<file path="src/rtl/uart_tx_fifo_drain.sv">
// Serial transmitter draining a show-ahead byte FIFO: start bit, LSB-first data, stop bit(s).
// Define UART_TX_PARITY_EN to insert an even-parity bit between the data and stop bits.
module uart_tx_fifo_drain #(
  parameter int CLK_DIV    = 16,
  parameter int DATA_BITS  = 8,
  parameter int STOP_BITS  = 1,
  parameter int SIZE_WIDTH = 4
) (
  input  logic                  clk_i,
  input  logic                  rst_i,
  input  logic [DATA_BITS-1:0]  data_i,
  input  logic [SIZE_WIDTH-1:0] size_i,
  output logic                  getData_o,
  input  logic                  txEnable_i,
  output logic                  tx_o,
  output logic                  busy_o
);

  localparam int DIV_W = 16;
  localparam int BIT_W = $clog2(DATA_BITS + 1);
  localparam logic [DIV_W-1:0] DIV_LAST  = DIV_W'(CLK_DIV - 1);
  localparam logic [BIT_W-1:0] LAST_BIT  = BIT_W'(DATA_BITS - 1);
  localparam logic [BIT_W-1:0] LAST_STOP = BIT_W'(STOP_BITS - 1);

  typedef enum logic [2:0] {
    IDLE,
    START,
    DATA,
`ifdef UART_TX_PARITY_EN
    PARITY,
`endif
    STOP
  } state_t;

  state_t               state;
  logic [DIV_W-1:0]     div;
  logic [BIT_W-1:0]     bit_cnt;
  logic [DATA_BITS-1:0] shift;
  logic [DATA_BITS-1:0] shift_next;
  logic                 div_last;
`ifdef UART_TX_PARITY_EN
  logic                 parity;
`endif

  assign div_last   = (div == DIV_LAST);
  assign shift_next = shift >> 1;

  // NOTE: the pop strobe is combinational so the FIFO removes its head on the
  // very edge the word is latched; it is gated by reset so nothing pops while held.
  assign getData_o = !rst_i && (state == IDLE) && (size_i != '0) && txEnable_i;

  // NOTE: all state updates use non-blocking assignments so every branch reads pre-edge values.
  always_ff @(posedge clk_i or posedge rst_i) begin
    if (rst_i) begin
      state   <= IDLE;
      div     <= '0;
      bit_cnt <= '0;
      shift   <= '0;
      tx_o    <= 1'b1;
      busy_o  <= 1'b0;
`ifdef UART_TX_PARITY_EN
      parity  <= 1'b0;
`endif
    end else begin
      div <= (state == IDLE || div_last) ? '0 : div + DIV_W'(1);
      case (state)
        IDLE: begin
          if (getData_o) begin
            shift   <= data_i;
            bit_cnt <= '0;
            tx_o    <= 1'b0;
            busy_o  <= 1'b1;
            state   <= START;
`ifdef UART_TX_PARITY_EN
            parity  <= ^data_i;
`endif
          end
        end
        START: begin
          if (div_last) begin
            tx_o  <= shift[0];
            state <= DATA;
          end
        end
        DATA: begin
          if (div_last) begin
            if (bit_cnt == LAST_BIT) begin
              bit_cnt <= '0;
`ifdef UART_TX_PARITY_EN
              tx_o    <= parity;
              state   <= PARITY;
`else
              tx_o    <= 1'b1;
              state   <= STOP;
`endif
            end else begin
              bit_cnt <= bit_cnt + BIT_W'(1);
              shift   <= shift_next;
              tx_o    <= shift_next[0];
            end
          end
        end
`ifdef UART_TX_PARITY_EN
        PARITY: begin
          if (div_last) begin
            tx_o  <= 1'b1;
            state <= STOP;
          end
        end
`endif
        STOP: begin
          // Idle follows the last stop cycle so a queued word pops one clock later.
          if (div_last) begin
            if (bit_cnt == LAST_STOP) begin
              bit_cnt <= '0;
              busy_o  <= 1'b0;
              state   <= IDLE;
            end else begin
              bit_cnt <= bit_cnt + BIT_W'(1);
            end
          end
        end
        default: begin
          tx_o   <= 1'b1;
          busy_o <= 1'b0;
          state  <= IDLE;
        end
      endcase
    end
  end

endmodule

</file>
<file path="config.mk">
export PLATFORM = sky130hd
export DESIGN_NAME = uart_tx_fifo_drain
export DESIGN_NICKNAME = d
export VERILOG_FILES = /design/src/rtl/uart_tx_fifo_drain.sv
export SDC_FILE = /design/constraint.sdc
export NUM_CORES = 1
export LEC_CHECK = 0
export CAP_MARGIN = 0
export CELL_PAD_IN_SITES_DETAIL_PLACEMENT = 1
export CELL_PAD_IN_SITES_GLOBAL_PLACEMENT = 1
export CORE_AREA = 2 2 74 62
export DETAILED_ROUTE_END_ITERATION = 6
export DIE_AREA = 0 0 76 64
export PLACE_DENSITY = 0.74
export REMOVE_ABC_BUFFERS = 1
export SLEW_MARGIN = 20
export SYNTH_ARGS = -nofsm -noshare
export SYNTH_HDL_FRONTEND = slang
export SYNTH_SLANG_ARGS = --single-unit
export TNS_END_PERCENT = 1
</file>
<file path="constraint.sdc">
create_clock -name clk_i -period 3.8 [get_ports clk_i]
set_clock_uncertainty 0.05 [all_clocks]
set_input_delay 1.14 -clock clk_i [delete_from_list [all_inputs] [get_ports clk_i]]
set_output_delay 1.14 -clock clk_i [all_outputs]
set_load 0.02 [all_outputs]
</file>
[Word level (Yosys, flattened, before mapping)]
Index checks and enable logic that the tools add are counted.
Cells by class
  add/subtract/negate cells: 2
  equality and inequality tests: 12
  multiplexer cells: 27
  bitwise gates (word level): 2
  reductions and logical operators: 16
Operator list (number)
  8-bit two-way mux: 3
  4-bit two-way mux: 5
  3-bit two-way mux: 6
  16-bit by 1-bit adder with 16-bit output (second input constant): 1
  16-bit by 4-bit == test with 1-bit output (second input constant): 1
  16-bit two-way mux: 1
  8-bit case mux with 2 select lines: 1
  4-bit AND reduction: 4
  2-bit != test (second input constant): 7
  3-bit case mux with 4 select lines: 1
  4-bit case mux with 3 select lines: 1
  1-bit two-way mux: 7
  3-bit by 2-bit == test with 1-bit output (second input constant): 2
  6-bit AND reduction: 1
  4-bit by 1-bit adder with 4-bit output (second input constant): 1
  4-bit by 3-bit == test with 1-bit output (second input constant): 1
  4-bit logical NOT: 1
  1-bit case mux with 4 select lines: 1
  4-bit nonzero test: 1
  3-bit by 1-bit == test with 1-bit output (second input constant): 1
  1-bit logical AND: 3
  3-bit logical NOT: 1
  1-bit case mux with 3 select lines: 1
  3-bit nonzero test: 1
  other kinds (5): 6
Word-level totals
  flip-flop bits (word level): 33
  output and inout port bits: 3

[Longest topological paths before layout]
Gate-level depths: netlist of run 1.
  depth after elaboration: 6
  depth in mapped cells: 7
  depth with buffers taken out: 7

[Worst setup path after synthesis of run 1]
Ideal clock, no wire load.
  path kind: input -> output
  from: in size_i[0]
  to: out getData_o
  arrival: 1.990 ns
  required time: 2.610 ns
  setup slack: 0.620 ns
  cell stages on the path: 3
  buffers on the path: 0
  cells stage by stage: nor4_1 or3b_2 nor2_1
On the way
  longest elaborated chain between the ends: 3
RTL lines
  from (decl): line 12  | input logic [SIZE_WIDTH-1:0] size_i,
  4-bit nonzero test: line 50  | assign getData_o = !rst_i && (state == IDLE) && (size_i != '0) && txEnable_i;
  1-bit logical AND (2 in a row): line 50
  to (decl): line 13  | output logic getData_o,
Every way passes these cells.

[Worst setup path in the final report of run 1]
  from: in size_i[3]
  to: out getData_o
Same word-level chain as after synthesis.

==> key figures, run 1 <==
Route
  – Final wirelength: approximately 3800 um
  – Detailed Route Iter0 Violations: 80
  – Pre-Repair DR Iteration Count: 4
  – Final antenna-violating net count: 0
  – Via/cell ratio: ~5.3
  – Routed wire per std cell: roughly 15 um
  – Vias: between 1k and 1.5k
  – DR DRC count: 0

Yosys
  – YS warnings: 0
  – Post-synth EDFFs: 0
  – Top FF cell, synth: dfrtp_1
  – Area contributors post-synth: dfrtp_1 (43%), mux2_2 (8.8%), ha_1 (5.6%)
  – Register area share after synthesis: between 40% and 50%
  – Unique masters post-synth: 39
  – Post-Synthesis Cells: ~170
  – Yosys top cell by area: dfrtp_1
  – Post-synth ARST share: 100%
  – Top cell type's share of synthesized area: 43.1%
  – Netlist Area Pre-Place: between 0.0015 and 0.002 mm^2
  – Yosys reg bits: 32
  – Mean Syn Cell Area: between 10 and 15 um^2

Clock network
  – Clock Sink Count: 32
  – Depth of the CTS H-tree: 2
  – Clk slew on worst S/H paths: 0.06 ns
  – Clk root buf: clkbuf_8
  – Setup bufs post-CTS: 0
  – Num CTS Buffers: 5
  – Skew-Pair Late Insertion Delay: approximately 0.28 ns
  – CTS tree: built
  – CTS Buffer Depth: 2

Outcome
  – Status: finished clean

Layout
  – Layout cell share with drive strength beyond 1: between 15 and 20%
  – Post-route design area: roughly 0.0021 mm^2
  – Synth-to-Final Area Change: 19.0%
  – Post-route insts no fill: between 200 and 300
  – Most common cell after layout, fill and taps aside: dfrtp_1
  – N_diodes: 0
  – Most frequent cells in the layout: dfrtp_1 (31), nor2_1 (18), clkdlybuf4s50_1 (16), mux2_2 (14), inv_1 (11)
  – Area occupied by multi-input gates: approximately 940 um^2
  – Final net count: around 220
  – # fillers: around 460
  – Reg area: between 800 and 900 um^2

Die
  – Initial Util: 44.2%
  – Core area: between 0.004 and 0.005 mm^2
  – Horiz. Die Dim: 76 um
  – # rows: 21
  – Die H: about 64 um
  – Die footprint: a little under 0.005 mm^2
  – # IOs: 18

Timing
  – Final Critical Period: 3.61 ns
  – Measured slew at the worst slew-check pin: approximately 0.57 ns
  – Worst hold slack: about 0.44 ns
  – Final Max Tran Viols: 0
  – FMAX: ~280 MHz
  – Endpoints failing hold: 0
  – RSZ-0062 raised after global routing: false
  – Final Worst Setup Slack: approximately 0.19 ns
  – Setup Viol. Count Final: 0
  – Final period util: between 90% and 100%
  – Rel. slew slack: 62.2%

Pwr
  – Cell leakage power: around 0.00097 uW
  – PwrDens: 298 mW/mm^2
  – Peak supply drop: roughly 0.17 mV

Placement
  – Inst Count DP: around 240
  – I/O Buffers: 17
  – DP Worst Slack: -0.239 ns
  – DP Area: roughly 0.0021 mm^2
  – Post-DP HPWL: roughly 2900 um
  – RD Place Congestion: between 0.7 and 0.8

Setup path
  – Cell family with most CP delay: buffers and inverters
  – Max incr delay on CP: ~0.46 ns
  – CP bufs+invs: 2
  – Worst setup path class: in -> out
  – CP max stage cell: clkdlybuf4s50_1
  – WP data required: between 2 and 3 ns
  – Crit path cell chain: clkdlybuf4s50_1 -> nor4_1 -> or3b_2 -> nor2_1 -> clkbuf_2
  – CP startpoint kind: input pin
  – Crit path max fanout: 2
  – CP arrival: 2.42 ns
  – R2r setup slk: about 1.5 ns
  – Critical path endpoint category: output pin

GRT
  – Global-route wire length before repair: about 7000 um
  – Overall Global Routing Usage: between 10% and 20%
  – Initial antenna violation count: 0
  – Largest net degree at the start of global routing: 28
  – Grt total ovfl: 0
  – Vias in the first global route: between 1k and 1.5k

Run
  – # Max-Cap Violations: 0

Worst hold path
  – Tightest Hold Check Type: reg -> reg
state kept, by name (all words and copies together) (netlist names):
| register | cells |
|---|---|
| tx_o | 1 |
| busy_o | 1 |
| div | 16 |
| shift | 8 |
| state | 2 |
| bit_cnt | 4 |
timing repair:
| action | 4_1_cts | 5_1_grt |
|---|---|---|
| gates resized for setup | 1 | 2 |
| hold buffers | 0 | 0 |
| setup endpoints to repair | 1 | 1 |
Yosys cell counts (all sizes together) (2+ instances only):
cell type  number
clkbuf          4
or2             2
nor3b           3
nor4            5
a211oi          2
a21oi           9
o21ai           6
or3b            2
nand3           8
ha              8
nand2           4
xnor2          10
and3            9
nor2           19
inv            11
a22o            2
xor2            4
nand4           4
dfrtp          31
mux2           15
metal layers:
layer  vias to the layer above  part of all wire, %  GRT usage, %
met5                         -                    0             0
met4                         0                 0.76          5.45
met3                         4                  3.8          5.37
met2                        19                   48          30.7
met1                       671                   47          23.0
li1                        641                    -             -
worst register-to-register path: stages, from the launching register on:
cell and delay (ns):
dfrtp_1 0.44, inv_1 0.11, ha_1 0.52, a21oi_1 0.15, a21oi_1 0.44, a211oi_2 0.11
mux2_1 0.33
power breakdown:
group          switching (uW)  total, uW  internal (uW)
logic                    11.3       27.3           15.9
registers                   0        341            341
clock network             123        270            148
total                     134        638            504
layout make-up:
class	count	share of cell area (%)
multi-input cells	122	44.0
flip-flops and latches	32	37.4
repair buffers	21	9.11
clock buffers	8	4.21
well taps	57	3.33
inverters	11	1.93
logic make-up (layout without fill, tap and decap cells):
| kind of cell | after synthesis | count (layout) | synth area share, % |
|---|---|---|---|
| AND/OR/NAND/NOR | 58 | 58 | 19.7 |
| flip-flops | 32 | 32 | 44.5 |
| AO/OA/AOI/OAI | 26 | 26 | 10.3 |
| buffers and inverters | 15 | 40 | 3.13 |
| adder cells (fa/ha/maj) | 8 | 8 | 5.56 |
| multiplexers | 16 | 16 | 9.94 |
| XOR/XNOR | 14 | 14 | 6.81 |
stage by stage:
stage / total power (uW) / utilization, % / setup TNS (ns)
6_report: 638 / 52.6 / 0
5_1_grt: 669 / 52.6 / 0
4_1_cts: 648 / 52.7 / 0
3_5_place_dp: 375 / 50.5 / -0.239
3_3_place_gp: 374 / 50.5 / -0.222
2_1_floorplan: 354 / - / 0
path summary, 6_finish.rpt:
kind	cells past startpoint	start	end
max reg2reg	6	state[0]$_DFFE_PP0P_	state[1]$_DFFE_PP0P_
min in group asynchronous	3	rst_i	shift[5]$_DFFE_PP0P_
max	5	size_i[3]	getData_o
max in group asynchronous	4	rst_i	tx_o$_DFFE_PP1P_
min	1	div[0]$_DFF_PP0_	div[0]$_DFF_PP0_
min reg2reg	1	div[0]$_DFF_PP0_	div[0]$_DFF_PP0_
(Power assumes the default switching activity.)
==> run 2, diff against run 1 <==
--- a/config.mk
+++ b/config.mk
@@ -13,6 +13,7 @@
 export DIE_AREA = 0 0 76 64
 export PLACE_DENSITY = 0.74
 export REMOVE_ABC_BUFFERS = 1
+export SETUP_SLACK_MARGIN = 0.4
 export SLEW_MARGIN = 20
 export SYNTH_ARGS = -nofsm -noshare
 export SYNTH_HDL_FRONTEND = slang
==> key figures, run 2 (synthesis gave the netlist of run 1 again) <==
Die
  – Initial Util: 44.2% (unchanged)
  – Die H: 64 um (unchanged)
  – # IOs: 18 (unchanged)
  – # rows: 21 (unchanged)
  – Core area: 0.00407 mm^2 (unchanged)
  – Horiz. Die Dim: 76 um (unchanged)
  – Die footprint: 0.00486 mm^2 (unchanged)

Route
  – Pre-Repair DR Iteration Count: 4 (unchanged)
  – DR DRC count: 0 (unchanged)
  – Via/cell ratio: 5.34 (+0.37%)
  – Vias: 1340 (+0.37%)
  – Final antenna-violating net count: 0 (unchanged)
  – Final wirelength: 3950 um (+3.3%)
  – Detailed Route Iter0 Violations: 53 (-34%)
  – Routed wire per std cell: 15.7 um (+3.3%)

Setup path
  – CP arrival: 2.10 ns (-0.32 ns)
  – Worst Reg-to-Reg Cells: 6 (unchanged)
  – WP data required: 2.61 ns (about the same)
  – CP startpoint kind: input pin
  – Worst setup path class: in -> out
  – R2r setup slk: 1.49 ns (-0.03 ns)
  – Critical path endpoint category: output pin
  – Crit path max fanout: 2 (unchanged)

Pwr
  – Sequential Power Share: 53.2% (-0.2 points)
  – Switching power share of the total: 21.5% (+0.58 points)
  – Clock power frac: 42.7% (+0.4 points)
  – P_int: 503 uW (-0.33%)
  – Pwr Total: 641 uW (+0.40%)
  – Peak supply drop: 0.167 mV (+0.32%)
  – PwrDens: 297 mW/mm^2 (-0.30%)
  – Switch Pwr: 138 uW (+3.2%)
  – Comb pwr share: 4.1% (-0.2 points)
  – Cell leakage power: 0.000981 uW (+1.2%)

Clock network
  – Clk slew on worst S/H paths: 0.06 ns (about the same)
  – CTS Buffer Depth: 2 (unchanged)
  – Clk root buf: clkbuf_8
  – CTS resizes: 16 (+15)
  – CTS tree: built
  – Skew-Pair Late Insertion Delay: 0.28 ns (about the same)
  – Clock Sink Count: 32 (unchanged)
  – Setup bufs post-CTS: 0 (unchanged)
  – # hold bufs at CTS: 0 (unchanged)
  – Num CTS Buffers: 5 (unchanged)
  – Depth of the CTS H-tree: 2 (unchanged)

Timing
  – Measured slew at the worst slew-check pin: 0.604 ns (+0.0369 ns)
  – Final Max Tran Viols: 0 (unchanged)
  – Final Worst Setup Slack: 0.507 ns (+0.315 ns)
  – Endpoints failing hold: 0 (unchanged)
  – Final Critical Period: 3.29 ns (-0.315 ns)
  – Rel. slew slack: 59.8% (-2.5 points)
  – FMAX: 304 MHz (+9.6%)
  – Final period util: 86.6% (-8.3 points)
  – Worst hold slack: 0.437 ns (+0.000947 ns)
  – RSZ-0062 raised after global routing: false
  – Setup Viol. Count Final: 0 (unchanged)

Worst hold path
  – Worst Hold Depth: 1 (unchanged)
  – Tightest Hold Check Type: reg -> reg

GRT
  – Global-route wire length before repair: 7160 um (+1.8%)
  – Initial antenna violation count: 0 (unchanged)
  – Vias in the first global route: 1498 (+0.88%)
  – Overall Global Routing Usage: 18.8% (+0.53 points)
  – Largest net degree at the start of global routing: 28 (unchanged)
  – Grt total ovfl: 0 (unchanged)

Layout
  – N_diodes: 0 (unchanged)
  – Layout cell share with drive strength beyond 1: 19.6% (+1.0 points)
  – Most common cell after layout, fill and taps aside: dfrtp_1
  – # fillers: 456 (-0.65%)
  – Synth-to-Final Area Change: 19.8%
  – Reg with most FFs: div
  – Post-route insts no fill: 251 (unchanged)
  – Most frequent cells in the layout: dfrtp_1 (31), nor2_1 (17), mux2_2 (14), inv_1 (11)
  – Final net count: 216 (unchanged)
  – Post-route design area: 0.00216 mm^2 (+0.70%)
  – Number of flip-flops in the largest register: 16 (unchanged)
  – Largest regs: div (16), shift (8), bit_cnt (4)

Placement
  – Post-DP HPWL: 2890 um (unchanged)
  – RD Place Congestion: 0.735 (unchanged)
  – DP Worst Slack: -0.239 ns (unchanged)
  – Inst Count DP: 243 (unchanged)
  – DP Area: 0.00206 mm^2 (unchanged)
  – I/O Buffers: 17 (unchanged)

Outcome
  – Status: finished clean

Run
  – # Max-Cap Violations: 0 (unchanged)
## run 2: cell types whose count changed in the layout (fill, tap and decap cells not counted), sizes merged
| cell | previous run | this run |
|---|---|---|
| clkdlybuf4s50 | 16 | 10 |
| clkbuf | 9 | 8 |
| dlygate4sd2 | 0 | 6 |
| buf | 4 | 5 |
## run 2: worst max-delay path, cell delays in order
cell           delay (ns)
dlygate4sd2_1        0.24
nor4_2               0.34
or3b_4               0.22
nor2_4               0.04
buf_6                0.13
## run 2: area by class of cell
cell class,count,area [um^2],share of cell area [%]
multi-input cells,122,958,44.4
clock buffers,8,90.1,4.18
flip-flops and latches,32,802,37.2
well taps,57,71.3,3.31
inverters,11,41.3,1.91
repair buffers,21,194,8.99
## run 2: worst paths after layout
path                                         to            startpoint
hold reg to reg                div[0]$_DFF_PP0_      div[0]$_DFF_PP0_
min in group asynchronous  shift[2]$_DFFE_PP0P_                 rst_i
setup reg to reg           state[1]$_DFFE_PP0P_  state[0]$_DFFE_PP0P_
setup / recovery                      getData_o             size_i[1]
max in group asynchronous      tx_o$_DFFE_PP1P_                 rst_i
hold / removal                 div[0]$_DFF_PP0_      div[0]$_DFF_PP0_
## run 2: metrics by stage
step / util [%] / TNS [ns]
after floorplan: - / 0
after global placement: 50.5 / -0.222
after detailed placement: 50.5 / -0.239
after CTS: 53.0 / 0
after global routing: 53.0 / 0
final: 53.0 / 0
## run 2: power by group through the flow
stage / Sequential, uW / Combinational [uW] / Clock [uW]
floorplan: 347 / 7.33 / 0
detailed placement: 347 / 28.3 / 0
global placement: 347 / 27.3 / 0
finish: 341 / 26.6 / 273
CTS: 341 / 27.5 / 279
global route: 340 / 29.5 / 301
## run 2: layer usage
metal	vias up	track usage (%)	wire, um
met2	19	31.8	1920
met5	-	0	0
met4	0	6.36	40
li1	642	-	-
met3	4	5.51	140
met1	675	23.2	1840
==> run 3, diff against run 2 <==
--- a/config.mk
+++ b/config.mk
@@ -5,13 +5,15 @@
 export SDC_FILE = /design/constraint.sdc
 export NUM_CORES = 1
 export LEC_CHECK = 0
+export ABC_AREA = 1
 export CAP_MARGIN = 0
 export CELL_PAD_IN_SITES_DETAIL_PLACEMENT = 1
 export CELL_PAD_IN_SITES_GLOBAL_PLACEMENT = 1
-export CORE_AREA = 2 2 74 62
+export CORE_AREA = 2 2 78 65
+export CTS_CLUSTER_SIZE = 10
 export DETAILED_ROUTE_END_ITERATION = 6
-export DIE_AREA = 0 0 76 64
-export PLACE_DENSITY = 0.74
+export DIE_AREA = 0 0 80 67
+export PLACE_DENSITY = 0.77
 export REMOVE_ABC_BUFFERS = 1
 export SETUP_SLACK_MARGIN = 0.4
 export SLEW_MARGIN = 20
==> key figures, run 3 <==
Clock network
  – Clk root buf: clkbuf_8
  – CTS Buffer Depth: 2 (unchanged)
  – Skew-Pair Late Insertion Delay: 0.28 ns (about the same)
  – Clk slew on worst S/H paths: 0.07 ns (about the same)
  – Num CTS Buffers: 5 (unchanged)
  – Clock Sink Count: 32 (unchanged)
  – Setup bufs post-CTS: 0 (unchanged)
  – Depth of the CTS H-tree: 2 (unchanged)
  – CTS tree: built

Layout
  – # fillers: 597 (+31%)
  – Synth-to-Final Area Change: 17.4%
  – N_diodes: 0 (unchanged)
  – Layout cell share with drive strength beyond 1: 11.3% (-8.3 points)
  – Reg area: 802 um^2 (unchanged)
  – Largest regs: div (16), shift (8), bit_cnt (4)
  – Post-route design area: 0.00232 mm^2 (+7.4%)
  – Area occupied by multi-input gates: 0.00108 mm^2 (+12%)
  – Most frequent cells in the layout: nand2_1 (91), nor2_1 (38), dfrtp_1 (31), inv_1 (19), nand3_1 (18)
  – Number of flip-flops in the largest register: 16 (unchanged)
  – Most common cell after layout, fill and taps aside: nand2_1
  – Reg with most FFs: div
  – Final net count: 305 (+41%)

Route
  – Final antenna-violating net count: 0 (unchanged)
  – Routed wire per std cell: 13.1 um (-17%)
  – DR DRC count: 0 (unchanged)
  – Pre-Repair DR Iteration Count: 4 (unchanged)
  – Final wirelength: 4500 um (+14%)
  – Detailed Route Iter0 Violations: 62 (+17%)
  – Via/cell ratio: 4.88 (-8.6%)
  – Vias: 1673 (+25%)

Pwr
  – Peak supply drop: 0.315 mV (+89%)
  – Cell leakage power: 0.00113 uW (+15%)
  – PwrDens: 660 mW/mm^2 (+120%)

Yosys
  – Yosys top cell by area: dfrtp_1
  – Register area share after synthesis: 40.6% (-3.9 points)
  – Most common cell in the netlist: nand2_1
  – Netlist Area Pre-Place: 0.00197 mm^2 (+9.7%)
  – Mean Syn Cell Area: 7.62 um^2 (-28%)
  – Top FF cell, synth: dfrtp_1
  – Yosys reg bits: 32 (unchanged)
  – Top cell type's share of synthesized area: 39.3% (-3.8 points)
  – Synth top cells by count: nand2_1 (91), nor2_1 (38), dfrtp_1 (31)
  – Area contributors post-synth: dfrtp_1 (39%), nand2_1 (17%), nor2_1 (7.2%)
  – YS warnings: 0 (unchanged)
  – Post-Synthesis Cells: 259 (+53%)
  – Post-synth ARST share: 100% (unchanged)
  – Post-synth EDFFs: 0 (unchanged)
  – Unique masters post-synth: 30 (-23%)

Timing
  – FMAX: 304 MHz (about the same)
  – Endpoints failing hold: 0 (unchanged)
  – Measured slew at the worst slew-check pin: 0.699 ns (+0.0952 ns)
  – Final Critical Period: 3.29 ns (-0.00312 ns)
  – Final period util: 86.6% (about the same)
  – Final TNS setup: 0 ns (unchanged)
  – RSZ-0062 raised after global routing: false
  – Rel. slew slack: 53.4% (-6.3 points)
  – Setup Viol. Count Final: 0 (unchanged)
  – Final Max Tran Viols: 0 (unchanged)

GRT
  – Overall Global Routing Usage: 19.3% (+0.53 points)
  – Vias in the first global route: 1711 (+14%)
  – Grt total ovfl: 0 (unchanged)
  – Global-route wire length before repair: 7830 um (+9.3%)
  – Initial antenna violation count: 0 (unchanged)
  – Largest net degree at the start of global routing: 23 (-18%)

Setup path
  – Crit path cell chain: clkdlybuf4s50_1 -> inv_1 -> nor2_1 -> nand3_1 -> inv_1 -> buf_2
  – Crit path max fanout: 2 (unchanged)
  – CP startpoint kind: input pin
  – CP max stage cell: clkdlybuf4s50_1
  – CP arrival: 2.10 ns (about the same)
  – CP bufs+invs: 4 (+2)
  – Critical path endpoint category: output pin
  – Crit-path most repeated cell: inv_1
  – Worst setup path class: in -> out
  – Max incr delay on CP: 0.45 ns (+0.11 ns)
  – Cell family with most CP delay: buffers and inverters
  – WP data required: 2.61 ns (about the same)

Placement
  – DP Area: 0.00221 mm^2 (+7.7%)
  – RD Place Congestion: 0.789 (+7.3%)
  – I/O Buffers: 17 (unchanged)
  – Post-DP HPWL: 3430 um (+19%)

Die
  – Die H: 67 um (+4.7%)
  – Initial Util: 43.7% (-0.47 points)
  – Die footprint: 0.00536 mm^2 (+10%)
  – Horiz. Die Dim: 80 um (+5.3%)
  – # IOs: 18 (unchanged)
  – Core area: 0.00451 mm^2 (+11%)
  – # rows: 22 (+4.8%)

Worst hold path
  – Tightest Hold Check Type: reg -> reg

Run
  – # Max-Cap Violations: 0 (unchanged)

Outcome
  – Status: finished clean
run 3: changes by cell type in the layout (fill, tap and decap cells not counted), moves of 9 or more:
cell and change:
nand2_1 +87, nor2_1 +21, mux2_2 -14, nand3_1 +10, and3_1 -9, xnor2_1 -9
run 3: area by class of cell:
type	instances	area share (%)
multi-input cells	203	46.5
clock inverters	2	1.51
inverters	22	3.56
repair buffers	18	7.45
flip-flops and latches	32	34.6
well taps	60	3.24
clock buffers	6	3.13
run 3: through the flow:
stage | cells | util [%] | total power [uW] | setup WS [ns] | hold WS, ns
final | 343 | 51.3 | 1530 | 0.510 | 0.422
after global routing | 343 | 51.3 | 1660 | 0.455 | 0.444
after CTS | 343 | 51.3 | 1550 | 0.498 | 0.426
after detailed placement | 335 | 49.1 | 1220 | 0.0566 | 0.405
after global placement | 335 | 49.1 | 1200 | 0.118 | 0.402
after floorplan | 257 | - | 1030 | 1.10 | 0.383
run 3: layer usage:
metal / part of all wire, % / global-route usage [%] / up-vias
li1: - / - / 859
met1: 52 / 26.1 / 793
met2: 44 / 30.5 / 16
met3: 2.3 / 4.88 / 5
met4: 1.4 / 5.72 / 0
met5: 0 / 0 / -
run 3: repair_timing:
action	4_1_cts	5_1_grt
hold buffers	0	0
gates resized for setup	4	0
setup endpoints to repair	1	0
run 3: path summary, 6_finish.rpt:
| check | start | to | slack (ns) | cells past startpoint |
|---|---|---|---|---|
| setup / recovery | txEnable_i | getData_o | 0.51 | 6 |
| hold / removal | shift[3]$_DFFE_PP0P_ | shift[3]$_DFFE_PP0P_ | 0.42 | 2 |
| setup reg to reg | state[0]$_DFFE_PP0P_ | shift[5]$_DFFE_PP0P_ | 1.69 | 8 |
| hold reg to reg | shift[3]$_DFFE_PP0P_ | shift[3]$_DFFE_PP0P_ | 0.42 | 2 |
| max in group asynchronous | rst_i | tx_o$_DFFE_PP1P_ | 1.86 | 3 |
| min in group asynchronous | rst_i | busy_o$_DFFE_PP0P_ | 1.15 | 2 |
run 3: worst register-to-register path, delay by kind of cell, from the launching register on:
family / cells / cell delay [ns]
adders and majority gates: 1 / 0.61
buffers and inverters: 2 / 0.36
DFF: 1 / 0.43
and+or+nand+nor: 5 / 0.60
run 3: power breakdown:
group	internal (uW)	switching (uW)	total [uW]	leakage, uW
Sequential	429	60.3	489	0.000423
Combinational	252	466	718	0.000648
Clock	194	127	321	0.0000552
Total	875	654	1530	0.00113
run 3: cell families (layout without fill, tap and decap cells):
group                      after synthesis  in the layout  synth area share [%]
xor gates and xnor gates                 8              8                  3.55
AOI/OAI and AO/OA                       15             15                  5.89
adders and majority gates                8              8                  5.07
and+or+nand+nor                        172            172                  40.1
buffers and inverters                   24             48                  4.82
DFF                                     32             32                  40.6
